[src/rtl/fetch_controller.sv]
// fetch_controller: program counter and instruction fetch sequencer for the
// picoMIPS core. Drives the combinational program memory address from the PC,
// registers the returned word with a valid flag, and applies halt, stall,
// absolute jump and relative branch requests from the decode stage.
//
// Handshake: instr_valid qualifies instruction/instr_addr for decode. There is
// no ready; the decoder applies back-pressure with stall, which freezes the
// PC and the instruction register (including instr_valid) for that edge.
module fetch_controller #(
    parameter int P_SIZE = 6,
    parameter int I_SIZE = 24
) (
    input  logic              clk,
    input  logic              reset,
    input  logic              run,
    input  logic              stall,
    input  logic              halt,
    input  logic              jump,
    input  logic [P_SIZE-1:0] jump_target,
    input  logic              branch_taken,
    input  logic [P_SIZE-1:0] branch_offset,
    output logic [P_SIZE-1:0] address,
    input  logic [I_SIZE-1:0] mem_instruction,
    output logic [I_SIZE-1:0] instruction,
    output logic [P_SIZE-1:0] instr_addr,
    output logic              instr_valid,
    output logic              halted,
    output logic [1:0]        fsm_state
);

    typedef enum logic [1:0] {
        IDLE   = 2'd0,
        FETCH  = 2'd1,
        HALTED = 2'd2
    } state_t;

    localparam logic [P_SIZE-1:0] PC_ONE = P_SIZE'(1);

    state_t            state, state_next;
    logic [P_SIZE-1:0] pc, pc_next;
    logic [I_SIZE-1:0] instruction_next;
    logic [P_SIZE-1:0] instr_addr_next;
    logic              instr_valid_next;
    logic              halted_next;

    // Memory address comes straight from the PC; the read is combinational.
    assign address   = pc;
    assign fsm_state = state;

    // State, PC and output registers; asynchronous reset clears everything.
    always_ff @(posedge clk or posedge reset) begin
        if (reset) begin
            state       <= IDLE;
            pc          <= '0;
            instruction <= '0;
            instr_addr  <= '0;
            instr_valid <= 1'b0;
            halted      <= 1'b0;
        end else begin
            state       <= state_next;
            pc          <= pc_next;
            instruction <= instruction_next;
            instr_addr  <= instr_addr_next;
            instr_valid <= instr_valid_next;
            halted      <= halted_next;
        end
    end

    // Next-state and next-register values; everything holds unless changed.
    always_comb begin
        state_next       = state;
        pc_next          = pc;
        instruction_next = instruction;
        instr_addr_next  = instr_addr;
        instr_valid_next = instr_valid;
        halted_next      = halted;

        unique case (state)
            IDLE: begin
                instr_valid_next = 1'b0;
                if (run) begin
                    state_next = FETCH;
                end
            end

            FETCH: begin
                if (halt) begin
                    // Halt wins even over stall; the PC stays on the next
                    // unfetched address so resume continues from there.
                    state_next       = HALTED;
                    instr_valid_next = 1'b0;
                    halted_next      = 1'b1;
                end else if (stall) begin
                    // Full hold; redirect requesters keep their request up
                    // until stall drops.
                end else if (jump) begin
                    pc_next          = jump_target;
                    instr_valid_next = 1'b0;
                end else if (branch_taken) begin
                    // Offset and sum share the PC width, so the sign
                    // extension is implicit and the result wraps modulo
                    // the memory depth.
                    pc_next          = instr_addr + branch_offset;
                    instr_valid_next = 1'b0;
                end else begin
                    instruction_next = mem_instruction;
                    instr_addr_next  = pc;
                    instr_valid_next = 1'b1;
                    pc_next          = pc + PC_ONE;
                end
            end

            HALTED: begin
                instr_valid_next = 1'b0;
                if (run && !halt) begin
                    state_next  = FETCH;
                    halted_next = 1'b0;
                end
            end

            default: begin
                state_next       = IDLE;
                instr_valid_next = 1'b0;
            end
        endcase
    end

endmodule

[config.mk]
export PLATFORM = sky130hd
export DESIGN_NAME = fetch_controller
export DESIGN_NICKNAME = d
export VERILOG_FILES = /design/src/rtl/fetch_controller.sv
export SDC_FILE = /design/constraint.sdc
export NUM_CORES = 1
export LEC_CHECK = 0
export ABC_AREA = 0
export ABC_CLOCK_PERIOD_IN_PS = 3500
export BUFFER_PORTS_ARGS = -buffer_cell sky130_fd_sc_hd__buf_2
export CORE_UTILIZATION = 52
export DETAILED_ROUTE_END_ITERATION = 10
export HOLD_SLACK_MARGIN = 0.05
export PLACE_DENSITY = 0.93
export SLEW_MARGIN = 20
export SYNTH_ARGS = -nofsm -noshare
export SYNTH_HDL_FRONTEND = slang
export SYNTH_SLANG_ARGS = --single-unit
export TNS_END_PERCENT = 50
[constraint.sdc]
create_clock -name clk -period 3.5 [get_ports clk]
set_clock_uncertainty 0.2 [all_clocks]
set_input_delay 0.525 -clock clk [delete_from_list [all_inputs] [get_ports clk]]
set_output_delay 0.525 -clock clk [all_outputs]
set_load 0.02 [all_outputs]
After elaboration in Yosys (flattened, before gate mapping)
Cells that the tools add are included.

Add/subtract/negate cells: 2. Equality and inequality tests: 6. Multiplexer cells: 14. Bitwise gates (word level): 4. Reductions and logical operators: 8.

Operator list (count): 6-bit 2-to-1 mux (2); 3-bit AND reduction (3); 1-bit 2-to-1 mux (7); 6-bit by 1-bit adder with 6-bit output (second input constant) (1); 6-bit adder (1); 2-bit 2-to-1 mux (3); 2-bit inequality test (second input constant) (3); 2-bit case mux with 3 select lines (1); 5-bit AND reduction (1); 1-bit NOT (4); 3-bit inequality test (second input constant) (1); 2-bit by 1-bit == test with 1-bit output (second input constant) (1); 2-bit == test (second input constant) (1); 2-bit zero test (1); 1-bit case mux with 2 select lines (1); 2-bit nonzero test (1); 1-bit logical AND (1); 1-bit zero test (1).

Register bits: 40. Input bits: 43. Output and inout port bits: 40. Word-level logic and storage cells: 40.

Logic depth before layout (Yosys ltp)
Gate-level depths: netlist of the first run.

Depth after elaboration: 5. Mapped depth: 7. Depth with buffers taken out: 7.

Worst setup path after synthesis of the first run
No wires, ideal clock.

Path type: in2reg. Start: input port branch_offset[0]. End: register pc[4], in the netlist address[4]. Library setup time: 0.127 ns. Data arrival time: 1.647 ns. Required time: 3.173 ns. Path slack: 1.526 ns. Cell stages on the path: 7. Path buffers: 0. Path through: ha_1 inv_1 fa_1 nand2b_1 a21oi_1 mux2i_1 o31ai_1.

Cells in the longest elaborated chain, start to end: 3.

RTL lines: start: declaration (RTL line 21) `input logic [P_SIZE-1:0] branch_offset,`; 6-bit adder (RTL line 103) `pc_next = instr_addr + branch_offset;`; 6-bit 2-to-1 mux (RTL line 99) `end else if (branch_taken) begin`; 6-bit 2-to-1 mux (RTL line 96) `end else if (jump) begin`; end signal: assignment (RTL line 61) `pc <= pc_next;`; end: declaration (RTL line 40) `logic [P_SIZE-1:0] pc, pc_next;`.

No other way between the ends. A chain may end at the register's enable or synchronous reset.

Final worst setup path of the first run
Start: register state[1], in the netlist fsm_state[1]. End: register instruction[22].

Cells in the longest elaborated chain, start to end: 2.

RTL lines: start: declaration (RTL line 39) `state_t state, state_next;`; start signal: assignment (RTL line 60) `state <= state_next;`; 2-bit by 1-bit == test with 1-bit output (RTL line 78) `unique case (state)`; 5-bit AND reduction (no line); end signal: assignment (RTL line 62) `instruction <= instruction_next;`; end: declaration (RTL line 24) `output logic [I_SIZE-1:0] instruction,`.

No other way between the ends.

==> results of run 1 <==
[cell usage in the layout (no fill, tap or decap), drive strengths merged, types with 2 or more instances in the layout]
master | synthesis | routed
a211o | 2 | 2
a211oi | 2 | 2
a21oi | 11 | 11
and2 | 2 | 2
and3 | 3 | 3
buf | 3 | 83
clkbuf | 2 | 5
clkinv | 0 | 2
dfrtp | 40 | 40
ha | 6 | 6
inv | 6 | 6
mux2 | 29 | 29
mux2i | 3 | 3
nand2 | 11 | 11
nand2b | 6 | 6
nand3 | 4 | 4
nand3b | 3 | 3
nor2 | 9 | 9
nor2b | 2 | 2
nor3 | 2 | 2
o21ai | 7 | 7
o31ai | 3 | 3
xnor2 | 4 | 4
[state kept, by name, indices dropped and copies added (netlist names)]
signal	cells
fsm_state	2
halted	1
instr_valid	1
address	6
instr_addr	6
instruction	24
[worst reg2reg max path: cells and delay by family, from the launching register on]
kind | cells | cell delay, ps
DFF | 1 | 470
muxes | 1 | 450
and+or+nand+nor | 2 | 1070
[metrics by stage]
stage / instances / area [um^2] / hold slack [ps]
floorplan: 167 / 2076 / 413.7
global placement: 293 / 2512 / 291.6
detailed placement: 293 / 2512 / 290.8
CTS: 301 / 2629 / 163.6
global route: 301 / 2629 / 203.4
finish: 301 / 2629 / 151.9
[kinds of logic (layout without fill, tap and decap cells)]
group / after synthesis / in the layout / synth area share [%]
xor gates and xnor gates: 4 / 4 / 1.688
DFF: 40 / 40 / 48.22
adders and majority gates: 7 / 7 / 4.581
AOI/OAI and AO/OA: 26 / 26 / 7.354
and+or+nand+nor: 47 / 47 / 12.84
muxes: 32 / 32 / 22.24
buffers and inverters: 11 / 97 / 3.074
[power breakdown]
| group | internal (uW) | switching, uW |
|---|---|---|
| combinational | 473 | 517 |
| sequential | 657 | 171 |
| clock | 215 | 159 |
| total | 1340 | 847 |
[per-layer routing]
metal / GRT usage [%] / vias to the layer above / wire length (um)
li1: - / 753 / -
met1: 28.51 / 732 / 1842
met2: 36.47 / 54 / 2054
met3: 3.993 / 5 / 198
met4: 9.511 / 0 / 63
met5: 0 / - / 0
[how the worst max path moves through the flow]
stage	to	slack [ps]	start
4_1_cts	instruction[22]$_DFFE_PP0P_	1200	fsm_state[1]$_DFFE_PP0P_
3_3_place_gp	instruction[23]$_DFFE_PP0P_	1110	stall
2_1_floorplan	address[4]$_DFFE_PP0P_	1530	branch_offset[0]
5_1_grt	instruction[22]$_DFFE_PP0P_	1080	fsm_state[1]$_DFFE_PP0P_
3_5_place_dp	instruction[12]$_DFFE_PP0P_	1050	stall
6_report	instruction[22]$_DFFE_PP0P_	1200	fsm_state[1]$_DFFE_PP0P_
[final cells by class]
class | count | area [um^2] | share of cell area [%]
Clock buffer | 5 | 68.82 | 2.618
Clock inverter | 3 | 47.55 | 1.809
Inverter | 6 | 22.52 | 0.8567
Multi-Input combinational cell | 116 | 1011 | 38.46
Sequential cell | 40 | 1001 | 38.08
Tap cell | 48 | 60.06 | 2.285
Timing Repair Buffer | 83 | 417.9 | 15.90
==> results.yml, run 1 <==
clock_tree:
  cts-root-buf: "clkbuf_8"
  cts_max_level: 2
  cts_setup_buffers: 0
  cts.hold.buffers_added: 0
  clock_latency_ps: 280
  cts_inserted_buffers: 5
  clock_path_buffers: 2
  clkSinkCount: 40
  cts_resized: 0
  clk_transition_reported_paths_ps: 80
  cts_tree: "yes"
synth:
  synthesis.nets: 217
  synth_area_mm2: 0.002076
  synth_most_common_cell: "dfrtp_1"
  yosys_warnings: 0
  ys_async_sr_fraction_pct: 100.0
  avgSynthCellArea_um2: 12.43
  synth_area_leaders: "dfrtp_1 (48%), mux2_4 (20%), ha_1 (3.6%), a21oi_1 (2.7%), nand2_1 (1.8%)"
  syn-instance-count: 167
  synthFlopType: "dfrtp_1"
  synthTopCellsByCount: "dfrtp_1 (40), mux2_4 (28), a21oi_1 (11), nand2_1 (10), nor2_1 (9)"
  yosysTopAreaCellShare_pct: 48.22
  yosysUniqueCellTypes: 31
  synth_edf_count: 0
  synth-seq-cells: 40
  seq_area_frac_synth_pct: 48.22
  synth_top_area_cell: "dfrtp_1"
floorplan:
  die_h_um: 65.18
  fp.dieArea_mm2: 0.004248
  start_util_pct: 55.45
  num_rows: 22
  ios: 83
  core_area_mm2: 0.003744
  die_x_um: 65.18
cells_and_area:
  nNetsFinal: 302
  fillers: 304
  syn2layout_area_growth_pct: 26.64
  drive_above_1_share_pct: 48.62
  diodes: 0
  utilization_pct: 70.22
sta:
  setup-tns-final_ps: 0
  setup_viol: 0
  fmax_mhz: 435.2
  finalCritPeriodShare_pct: 65.65
  setup_slack_ps: 1202
  grt_setup_unrepaired: "false"
  tightest_slew_ps: 737.9
  post-route-min-period_ps: 2298
  finalHoldViolations: 0
  slew_violations: 0
  worst_slew_margin_rel_pct: 50.75
worst_setup_path:
  cp_top_family: "simple AND/OR/NAND/NOR gates"
  path_cells: "nor4b_4 > nand2_4 > mux2_4"
  r2r_cells: 3
  r2r_end: "instruction[22]$_DFFE_PP0P_"
  rr_startpoint: "fsm_state[1]$_DFFE_PP0P_"
  crit_path_max_fanout: 31
  cp.required_ps: 3470
  cp.depth: 3
  cp_slowest_cell: "nor4b_4"
  worstSetupPathType: "reg -> reg"
  path_buf_inv: 0
  rrSetupSlack_ps: 1200
  arrival_ps: 2270
  cp-start-kind: "flip-flop"
  cp-end-kind: "flip-flop"
  slowest_delay_ps: 600
placement:
  dpl_worst_slack_ps: 1048
  dp_hpwl_um: 3185
  port-buffer-count: 82
  globalplace.congestion: 0.8607
route:
  avgRoutedWirePerCell_um: 13.82
  drtIter0Drc: 80
  via_per_inst: 5.130
  drt-pass1-iter-count: 4
  ant_nets: 0
  wl_um: 4160
  drc_errors: 0
  vias: 1544
power:
  irDropWorstVdd_mv: 0.4914
  power_density_mw_per_mm2: 833.6
  p_leak_uw: 0.001473
  power.total_uw: 2191
min_path:
  hold_path_class: "in -> async"
global_route:
  grt_max_degree: 32
  overflow: 0
  grt_usage_pct: 22.16
  grt_first_pass_wirelength_um: 7113
  antenna_found_initial: 0
  grt_pass1_vias: 1518
flow_run:
  maxCapViolCount: 0
run_status:
  outcome: "completed"
No activity file was read; power rests on OpenSTA's default activity.
==> run 2, diff against run 1 <==
- ABC_CLOCK_PERIOD_IN_PS: 3500 -> 2000
- CORE_UTILIZATION: 52 -> 43
- PLACE_DENSITY: 0.93 -> 0.83
- clock period: 3.5 -> 2 ns (I/O delays scaled with it)
==> run 2 against run 1 <==
Against the previous run: non-clock buffer count is 26 higher; final area increased by 8.8%; routed wire length is 14% higher; via count is 7.2% higher; combinational power rose by 84%; die area up 20%; count of clock-buffer cells in the layout unchanged; final cell count is 9.6% higher.
==> results.yml, run 2 (synthesis results as in run 1) <==
run_status:
  outcome: "completed"
clock_tree:
  clkSinkCount: 40
  clk_transition_reported_paths_ps: 70
  clock_latency_ps: 280
  clock_path_buffers: 2
  cts-root-buf: "clkbuf_8"
  cts_max_level: 2
  cts_tree: "yes"
  cts_inserted_buffers: 5
sta:
  tightest_slew_ps: 500.3
  post-route-min-period_ps: 1840
  worst_slew_margin_rel_pct: 66.65
  setup-tns-final_ps: 0
  finalCritPeriodShare_pct: 92.02
  finalHoldViolations: 0
  slew_violations: 0
  fmax_mhz: 543.4
  setup_viol: 0
power:
  power_density_mw_per_mm2: 1316
  irDropWorstVdd_mv: 0.5629
  p_leak_uw: 0.001575
worst_setup_path:
  crit_path_max_fanout: 2
  cp-start-kind: "flip-flop"
  worstSetupPathType: "reg -> reg"
  cp.required_ps: 1990
  cp-end-kind: "flip-flop"
  arrival_ps: 1830
placement:
  port-buffer-count: 82
  globalplace.congestion: 0.8588
  dp_hpwl_um: 3249
global_route:
  grt_max_degree: 41
  grt_usage_pct: 19.01
  overflow: 0
  grt_first_pass_wirelength_um: 7583
  grt_pass1_vias: 1661
  antenna_found_initial: 0
min_path:
  hold_path_class: "in -> reg"
cells_and_area:
  nNetsFinal: 328
  mostFrequentLayoutCell: "buf_2"
  largest_reg_flops: 24
  syn2layout_area_growth_pct: 37.79
  regMostFlops: "instruction"
  final_cell_mix: "buf_2 (82), dfrtp_1 (40), mux2_4 (28), dlygate4sd3_1 (22)"
  diodes: 0
  drive_above_1_share_pct: 46.04
  utilization_pct: 63.50
route:
  highest_layer: "met4"
  drtIter0Drc: 103
  ant_nets: 0
  vias: 1655
  via_per_inst: 5.015
  drc_errors: 0
  wl_met2_um: 2297
  wl_met3_um: 288
  wl_um: 4759
  drt-pass1-iter-count: 4
  wl_met1_um: 2140
  avgRoutedWirePerCell_um: 14.42
floorplan:
  num_rows: 24
  die_x_um: 71.48
  start_util_pct: 46.08
  core_area_mm2: 0.004504
  die_h_um: 71.48
  fp.dieArea_mm2: 0.005109
  ios: 83
flow_run:
  maxCapViolCount: 0
## run 2: worst paths after layout
check | start | endpoint | slack, ps | cells past startpoint
max | instr_addr[0]$_DFFE_PP0P_ | address[4]$_DFFE_PP0P_ | 160 | 7
min | mem_instruction[22] | instruction[22]$_DFFE_PP0P_ | 60 | 2
max reg2reg | instr_addr[0]$_DFFE_PP0P_ | address[4]$_DFFE_PP0P_ | 160 | 7
min reg2reg | instruction[9]$_DFFE_PP0P_ | instruction[9]$_DFFE_PP0P_ | 300 | 1
max in group asynchronous | reset | instruction[20]$_DFFE_PP0P_ | 760 | 4
min in group asynchronous | reset | instruction[14]$_DFFE_PP0P_ | 490 | 4
## run 2: critical path, cell delays in order, from the launching register on
cell      delay [ps]
dfrtp_1          350
ha_1             170
inv_1             50
fa_1             380
nand2b_4         160
a21oi_2          130
mux2i_1           80
o31ai_1          230
## run 2: cell type report
class / instances / area [um^2]
fillers: 361 / 1644
multi-input cells: 116 / 1022
flip-flops and latches: 40 / 1001
repair buffers: 109 / 668.1
clock buffers: 5 / 68.82
well taps: 52 / 65.06
inverters: 6 / 22.52
clock inverters: 2 / 12.51
## run 2: where the power goes
group          internal [uW]  switching, uW
Combinational            874            951
Sequential              1150            285
Clock                    236            269
Total                   2260           1500
## run 2: metal layers
metal  global-route usage, %  up-vias
met1                   24.20      788
met4                   4.793        0
li1                        -      802
met2                   32.59       61
met5                       0        -
met3                   4.782        4
## run 2: per-stage QoR
stage | hold WS, ps | total power (uW) | setup WS (ps) | std cells | instance area, um^2
after floorplan | 236.0 | 2636 | 44.05 | 167 | 2076
after CTS | 50.17 | 3759 | 46.67 | 328 | 2831
after global routing | 50.81 | 4004 | -10.25 | 330 | 2860
after global placement | 247.1 | 3148 | 109.5 | 300 | 2540
after detailed placement | 259.8 | 3199 | 23.94 | 300 | 2540
final | 58.76 | 3765 | 159.6 | 330 | 2860
## run 2: timing repair
action                     CTS  global route
hold endpoints to repair    60             1
setup buffers                0             1
setup endpoints to repair    0             1
resized for setup            0             2
hold buffers                21             1
